## config.mk

```make
export PLATFORM = sky130hd
export DESIGN_NAME = iteration_frame_packer
export DESIGN_NICKNAME = d
export VERILOG_FILES = /design/src/rtl/iteration_frame_packer_pkg.sv /design/src/rtl/iteration_frame_packer.sv
export SDC_FILE = /design/constraint.sdc
export NUM_CORES = 1
export LEC_CHECK = 0
export BUFFER_PORTS_ARGS = -buffer_cell sky130_fd_sc_hd__buf_2
export CORE_UTILIZATION = 51
export DETAILED_ROUTE_END_ITERATION = 8
export PLACE_DENSITY = 0.77
export SETUP_SLACK_MARGIN = 0.02
export SLEW_MARGIN = 25
export SYNTH_ARGS = -nofsm -noshare
export SYNTH_HDL_FRONTEND = slang
export SYNTH_SLANG_ARGS = --single-unit
```

## constraint.sdc

```tcl
create_clock -name clk_12MHz -period 3.6 [get_ports clk_12MHz]
set_input_delay 0.72 -clock clk_12MHz [delete_from_list [all_inputs] [get_ports clk_12MHz]]
set_output_delay 0.72 -clock clk_12MHz [all_outputs]
set_load 0.01 [all_outputs]
```

## src/rtl/iteration_frame_packer_pkg.sv

```systemverilog
// Frame constants, state encoding and payload byte selection for the
// sensor-iteration frame path (octo_manager -> packer -> UART).
package iteration_frame_packer_pkg;

    localparam int PAYLOAD_LEN  = 34;
    localparam int FRAME_LEN    = 37;
    localparam int PAYLOAD_BITS = PAYLOAD_LEN * 8;

    localparam logic [7:0] SYNC0_DEFAULT = 8'hAA;
    localparam logic [7:0] SYNC1_DEFAULT = 8'h55;
    localparam logic [5:0] LAST_IDX      = 6'(PAYLOAD_LEN - 1);

    typedef enum logic [2:0] {
        IDLE     = 3'd0,
        SYNC0_ST = 3'd1,
        SYNC1_ST = 3'd2,
        PAYLOAD  = 3'd3,
        CKSUM    = 3'd4,
        RELEASE  = 3'd5,
        WAIT_LOW = 3'd6
    } state_e;

    // Byte k of the payload sits at bits [271-8k -: 8] (byte 0 is the MSB byte).
    function automatic logic [7:0] payload_byte(
        input logic [PAYLOAD_BITS-1:0] shadow,
        input logic [5:0]              idx
    );
        return shadow[(PAYLOAD_BITS - 1) - 8 * int'(idx) -: 8];
    endfunction

endpackage

```

## src/rtl/iteration_frame_packer.sv

```systemverilog
// Packs one captured 34-byte sensor-iteration set into a 37-byte sync/payload/XOR
// frame for the UART byte transmitter, then pulses reset_parser back to octo_manager.
module iteration_frame_packer
    import iteration_frame_packer_pkg::*;
#(
    parameter logic [7:0] SYNC0 = SYNC0_DEFAULT,
    parameter logic [7:0] SYNC1 = SYNC1_DEFAULT
) (
    input  logic                    clk_12MHz,
    input  logic                    reset,
    input  logic                    data_avl,
    input  logic [PAYLOAD_BITS-1:0] sensor_iterations,
    output logic                    reset_parser,
    output logic [7:0]              byte_data,
    output logic                    byte_valid,
    input  logic                    byte_ready,
    output logic                    busy
);

    state_e                  state_q, state_d;
    logic [PAYLOAD_BITS-1:0] shadow_q, shadow_d;
    logic [7:0]              cksum_q, cksum_d;
    logic [5:0]              idx_q, idx_d;
    logic [7:0]              byte_data_q, byte_data_d;
    logic                    byte_valid_q, byte_valid_d;
    logic                    reset_parser_q, reset_parser_d;
    logic                    busy_q, busy_d;
    logic                    xfer;

    assign xfer = byte_valid_q & byte_ready;

    always_comb begin
        state_d  = state_q;
        shadow_d = shadow_q;
        cksum_d  = cksum_q;
        idx_d    = idx_q;

        unique case (state_q)
            IDLE: begin
                if (data_avl) begin
                    shadow_d = sensor_iterations;
                    cksum_d  = 8'h00;
                    idx_d    = 6'd0;
                    state_d  = SYNC0_ST;
                end
            end
            SYNC0_ST: if (xfer) state_d = SYNC1_ST;
            SYNC1_ST: if (xfer) state_d = PAYLOAD;
            PAYLOAD: begin
                if (xfer) begin
                    // Fold the byte in as it leaves so CKSUM can present the result immediately.
                    cksum_d = cksum_q ^ byte_data_q;
                    if (idx_q == LAST_IDX) begin
                        state_d = CKSUM;
                    end else begin
                        idx_d = idx_q + 6'd1;
                    end
                end
            end
            CKSUM:    if (xfer) state_d = RELEASE;
            RELEASE:  state_d = WAIT_LOW;
            WAIT_LOW: if (!data_avl) state_d = IDLE;
            default:  state_d = IDLE;
        endcase
    end

    // Outputs are decoded from the next state so they are registered alongside it.
    always_comb begin
        byte_data_d = 8'h00;
        unique case (state_d)
            SYNC0_ST: byte_data_d = SYNC0;
            SYNC1_ST: byte_data_d = SYNC1;
            PAYLOAD:  byte_data_d = payload_byte(shadow_d, idx_d);
            CKSUM:    byte_data_d = cksum_d;
            default:  byte_data_d = 8'h00;
        endcase
        byte_valid_d   = (state_d == SYNC0_ST) || (state_d == SYNC1_ST) ||
                         (state_d == PAYLOAD)  || (state_d == CKSUM);
        reset_parser_d = (state_d == RELEASE);
        busy_d         = (state_d != IDLE);
    end

    always_ff @(posedge clk_12MHz) begin
        if (reset) begin
            state_q        <= IDLE;
            shadow_q       <= '0;
            cksum_q        <= 8'h00;
            idx_q          <= 6'd0;
            byte_data_q    <= 8'h00;
            byte_valid_q   <= 1'b0;
            reset_parser_q <= 1'b0;
            busy_q         <= 1'b0;
        end else begin
            state_q        <= state_d;
            shadow_q       <= shadow_d;
            cksum_q        <= cksum_d;
            idx_q          <= idx_d;
            byte_data_q    <= byte_data_d;
            byte_valid_q   <= byte_valid_d;
            reset_parser_q <= reset_parser_d;
            busy_q         <= busy_d;
        end
    end

    assign byte_data    = byte_data_q;
    assign byte_valid   = byte_valid_q;
    assign reset_parser = reset_parser_q;
    assign busy         = busy_q;

endmodule

```

### Yosys cells after proc, flatten, opt, wreduce, memory -nomap -nowiden

Cells that the tools add are included.
Widths: inputs -> output; s select.

* bits in registers: 300
* output and inout bits: 11

* add/subtract/negate cells: 2
* eq/ne operators: 12
* shifts and indexed selects: 1
* muxes and demuxes: 18
* bitwise operators: 2
* reductions and logical operators: 5

Operator list (count)
* $mux 272: 2
* $shiftx 279x10->8: 1
* $pmux 8 s4: 1
* $mux 3: 7
* $pmux 3 s7: 1
* $mux 6: 3
* $mux 8: 2
* $pmux 8 s2: 1
* $eq 3x3->1 const B: 5
* $eq 3x2->1 const B: 4
* $pmux 6 s2: 1
* $sub 9x9->10 const A: 1
* $xor 8x8->8: 1
* $add 6x1->6 const B: 1
* $eq 3x1->1 const B: 2
* $eq 6x6->1 const B: 1
* $logic_not 3->1: 1
* $logic_or 1x1->1: 3
* $reduce_bool 3->1: 1
* $and 1x1->1: 1

### Logic depth before layout (Yosys ltp)

* depth after elaboration: 8
* gate-level depth with buffers: 17

### Worst setup path after synthesis

Ideal clock, no wire load.

* path type: input to register
* from: in byte_ready
* to: reg byte_data_q[3], in the netlist byte_data[3]
* library setup time: 83 ps
* data arrival time: 3360 ps
* required time: 3517 ps
* path slack: 158 ps
* stages on the path: 14
* path buffers: 2
* path through: nand2_1 a211o_1 buf_4 o32a_1 ha_1 inv_1 a221oi_2 clkbuf_1 o21ai_0 a211oi_1 nor3_1 nand3_1 nand4_1 o221ai_1

* cells in the longest elaborated chain, start to end: 6

Ends and longest elaborated chain
* from (decl): RTL line iteration_frame_packer.sv:16 `input logic byte_ready,`
* $and 1x1->1 *: RTL line iteration_frame_packer.sv:30 `assign xfer = byte_valid_q & byte_ready;`
* $mux 6: RTL line iteration_frame_packer.sv:50 `if (xfer) begin`
* $pmux 6 s2: RTL line iteration_frame_packer.sv:38 `unique case (state_q)`
* $sub 9x9->10: RTL line iteration_frame_packer_pkg.sv:28 `return shadow[(PAYLOAD_BITS - 1) - 8 * int'(idx) -: 8];`
* $shiftx 279x10->8: RTL line iteration_frame_packer_pkg.sv:28
* $pmux 8 s4 *: RTL line iteration_frame_packer.sv:70 `unique case (state_d)`
* to (signal assigned): RTL line iteration_frame_packer.sv:98 `byte_data_q <= byte_data_d;`
* to (decl): RTL line iteration_frame_packer.sv:24 `logic [7:0] byte_data_q, byte_data_d;`

Every way passes the cells marked *; elsewhere a longest branch is shown, timed or not.
A chain may end at the register's enable or synchronous reset.

### Worst setup path in the final report

* from: reg idx_q[1]
* to: reg byte_data_q[0], in the netlist byte_data[0]

* cells in the longest elaborated chain, start to end: 7

Ends and longest elaborated chain
* from (decl): RTL line iteration_frame_packer.sv:23 `logic [5:0] idx_q, idx_d;`
* from (signal assigned): RTL line iteration_frame_packer.sv:97 `idx_q <= idx_d;`
* $add 6x1->6 or $eq 6x6->1 (tied branches): RTL line iteration_frame_packer.sv:56, iteration_frame_packer.sv:53
* $mux 6: RTL line iteration_frame_packer.sv:53 `if (idx_q == LAST_IDX) begin`
* $mux 6: RTL line iteration_frame_packer.sv:50
* $pmux 6 s2: RTL line iteration_frame_packer.sv:38
* $sub 9x9->10: RTL line iteration_frame_packer_pkg.sv:28
* $shiftx 279x10->8: RTL line iteration_frame_packer_pkg.sv:28
* $pmux 8 s4 *: RTL line iteration_frame_packer.sv:70

Marked as above.

==> out/qor_table.md <==
| Quantity | Value | Unit |
|:---|:---|:---|
| Pin count of the biggest net entering global routing | 211 | - |
| Die outline width | 174 | um |
| Site Rows | 62 | - |
| # nets final | 2,641 | - |
| End-of-flow core utilization | 0.627 | - |
| Routed Antenna Nets | 0 | - |
| Startpoint of the most critical hold path | sensor_iterations[131] | - |
| Startpoint type of the worst setup path | register | - |
| RR Startpoint | idx_q[1] | - |
| Number of design rule violations left after detail routing | 0 | - |
| Total Routed Length | 52.5 | mm |
| Status | completed | - |
| Vias per Instance | 5.95 | - |
| Fraction of power consumed by the clock network | 0.428 | - |
| Comb pwr share | 0.139 | - |
| Sequential fraction of design power | 0.433 | - |
| Average wire per standard cell | 18.9 | um |
| Clock root cell | clkbuf_16 | - |
| Async set-or-reset flop fraction in the synthesized netlist | 0 | - |
| Ports placed on the boundary | 287 | - |
| Number of hold buffers added after cts | 0 | - |
| Worst Hold Slack | 425 | ps |
| Grt total ovfl | 0 | - |
| Final Max Slew Viols | 0 | - |
| Arrival time worst endpoint | 3730 | ps |
| Die Span Y | 174 | um |
| Final hold violation count | 0 | - |
| Maximum clock frequency | 300 | MHz |
| CP startpoint | idx_q[1] | - |
| Primary FF master, synth | dfxtp_1 | - |
| Number of warnings printed during yosys synthesis | 0 | - |
| Number of inserted filler cells in the final layout | 2,656 | - |
| Path class of the lowest-slack min-delay path | primary input to register | - |
| Summed instance area of the synthesized netlist | 15,000 | um^2 |
| Die Footprint | 30,100 | um^2 |
| Number of enable-type register cells in the synthesized netlist | 0 | - |
| Synthesized net count | 2,438 | - |
| Setup Crit Path Kind | register to register | - |
| Placed wire-length estimate after detailed placement | 36.4 | mm |
| Initial core utilization | 0.520 | - |
| Area growth from synthesis to layout | 20.6 | % |
| Setup violators final | 0 | - |
| Number of levels the H-tree was split into | 2 | - |
| Number of antenna violations at the first check in global routing | 0 | - |
| Vias in the first global route | 15,000 | - |
| Area of the core | 28,900 | um^2 |
| Total routing resource utilization after global routing | 0.340 | - |
| Number of inserted diodes | 0 | - |
| CTS buffer count | 34 | - |
| Switch Pwr | 2400 | uW |
| CTS tree | built | - |
| Vias after detailed routing | 16,500 | - |
| Min cycle time layout | 3330 | ps |
| Number of synthesized register bits | 300 | - |
| Part of the cycle the worst path needs | 0.925 | - |
| Static Leak | 0.00704 | uW |
| Quantity of I/O buffers inserted on ports | 286 | - |
| Routability congestion estimate | 0.970 | - |
| Critical path fanouts, max | 9 | - |
| Unrepaired setup endpoints after global routing | false | - |
| Max VDD drop | 0.000337 | V |
| Latest clock arrival within the worst-skew pair | 530 | ps |
| CTS sink cnt | 300 | - |
| Transition time at the pin with the least slew margin | 1140 | ps |
| Required time at the endpoint of the critical path | 4000 | ps |
| Buffer depth of the longest clock path | 3 | - |
| Clk slew on worst S/H paths | 60 | ps |
| Number of instances in the synthesized netlist | 2,159 | - |
| Worst slew slack as a fraction of its limit | 0.238 | - |
| PD cells | 477 | nW/um^2 |
| Post-synthesis area per instance | 6.95 | um^2 |
| Sequential-to-total area share from yosys stat | 0.400 | - |
| Maximum clock skew at final layout | 21.0 | ps |
| Number of max-cap violations | 0 | - |
| Kind of end point of the critical path | register | - |
| TritonRoute pass-1 iters | 6 | - |
| Unique masters post-synth | 72 | - |
| Switching power as a share of total power | 0.277 | - |
| First-iteration detailed-routing DRC count | 1,994 | - |
| Global-route wire length before repair | 81.7 | mm |
| Layout cells sized above 1 | 0.185 | - |
| Cell internal power dissipation | 6240 | uW |
-- logic make-up after synthesis --
logic type	share of synthesized area
simple gates	0.294
flops	0.400
mux	0.0239
fa+ha+maj	0.00250
xor+xnor	0.00567
buf+inv	0.0513
compound gates	0.223
-- flip-flops by register name (all words and copies together), names as in the netlist --
name	cells
byte_data	8
busy	1
state_q	3
idx_q	6
reset_parser	1
cksum_q	8
shadow_q	272
byte_valid	1
-- synth_stat cells, drive strengths merged (4+ instances only) --
library cell / n / area, um^2
nand3: 81 / 410
mux2: 7 / 78.8
or4: 4 / 30.0
and3: 6 / 42.5
clkbuf: 130 / 488
nor2: 100 / 375
or3: 6 / 37.5
o311ai: 8 / 70.1
nor2b: 5 / 31.3
o22ai: 17 / 126
a21oi: 302 / 1510
o21ai: 50 / 254
a211oi: 27 / 215
xnor2: 7 / 76.3
a211o: 5 / 43.8
o221ai: 10 / 87.6
buf: 51 / 259
nor4: 4 / 25.0
nand2: 780 / 2930
inv: 6 / 22.5
o2111ai: 10 / 87.6
nand3b: 4 / 42.5
o21a: 5 / 37.5
dfxtp: 300 / 6010
a31oi: 71 / 444
and2: 11 / 68.8
o211ai: 17 / 128
nand4: 11 / 68.8
mux2i: 28 / 280
a311oi: 9 / 78.8
nor3: 42 / 210
-- layout make-up --
type | count | area, um^2 | area share
multi-input cells | 1672 | 8290 | 0.458
clock inverters | 19 | 249 | 0.0138
well taps | 384 | 480 | 0.0265
repair buffers | 348 | 2110 | 0.116
inverters | 6 | 22.5 | 0.00124
clock buffers | 43 | 945 | 0.0522
flip-flops and latches | 300 | 6010 | 0.332
-- repair_timing --
item / 4_1_cts / 5_1_grt
gates resized for setup: 0 / 2
buffers inserted: 0 / 0
setup endpoints to repair: 0 / 1
-- power groups by stage --
stage	sequential (uW)	combinational (uW)	clock [uW]
2_1_floorplan	3740	762	0
3_3_place_gp	3790	1160	0
3_5_place_dp	3800	1170	0
4_1_cts	3730	1180	3720
5_1_grt	3760	1320	3860
6_report	3740	1200	3700
-- critical path, cell delays in order, from the launching register on --
cell and delay, ps:
dfxtp_1 330, inv_1 60, ha_1 180, nor4b_4 150, a211o_4 360, o32a_1 320, ha_1 310, buf_4 170
o221ai_1 120, buf_4 260, a21oi_1 60, a21oi_1 250, or4b_1 470, nand3_1 100, o32ai_1 70
-- path summary, 6_finish.rpt --
kind | slack, ps | cells after the start | to
worst min register to register | 450 | 2 | shadow_q[238]
worst min-delay path | 430 | 3 | shadow_q[131]
worst max-delay path | 270 | 14 | byte_data[0]
worst max register to register | 270 | 14 | byte_data[0]
-- metal layers --
| metal | vias up | share of wire | GRT usage |
|---|---|---|---|
| li1 | 7821 | - | - |
| met1 | 7672 | 0.44 | 0.485 |
| met2 | 866 | 0.43 | 0.515 |
| met3 | 130 | 0.095 | 0.0498 |
| met4 | 0 | 0.037 | 0.137 |
| met5 | - | 0 | 0 |
-- cells in the final DEF, fill, tap and decap left out, types with 4 or more instances in the layout --
cell / n
xnor2_1: 4
and3_1: 5
nand2_1: 777
or3_1: 6
o21ai_0: 48
mux2i_1: 28
dfxtp_1: 299
a211o_1: 4
nor3_1: 42
a311oi_1: 9
and2_1: 10
clkbuf_8: 7
a21oi_1: 302
clkinv_2: 8
o21a_1: 5
a31oi_1: 71
nand3_1: 80
o221ai_1: 10
buf_4: 46
o2111ai_1: 10
or4_1: 4
clkbuf_16: 34
mux2_2: 7
nor2_1: 100
bufinv_16: 5
buf_2: 285
nor2b_1: 5
nand4_1: 11
inv_6: 4
nor4_1: 4
o22ai_1: 15
inv_1: 5
buf_12: 16
o311ai_0: 8
o211ai_1: 17
a211oi_1: 26
-- per-stage QoR --
stage,area [um^2],setup WS [ps],power (uW),TNS (ps),std cells
after CTS,18100,256,8630,0,2772
final,18100,270,8630,0,2772
after detailed placement,16900,-66.7,4970,-139,2710
after floorplan,15000,158,4500,0,2159
after global routing,18100,74.9,8940,0,2772
after global placement,16900,-8.35,4950,-8.35,2710
(Power assumes the default switching activity.)
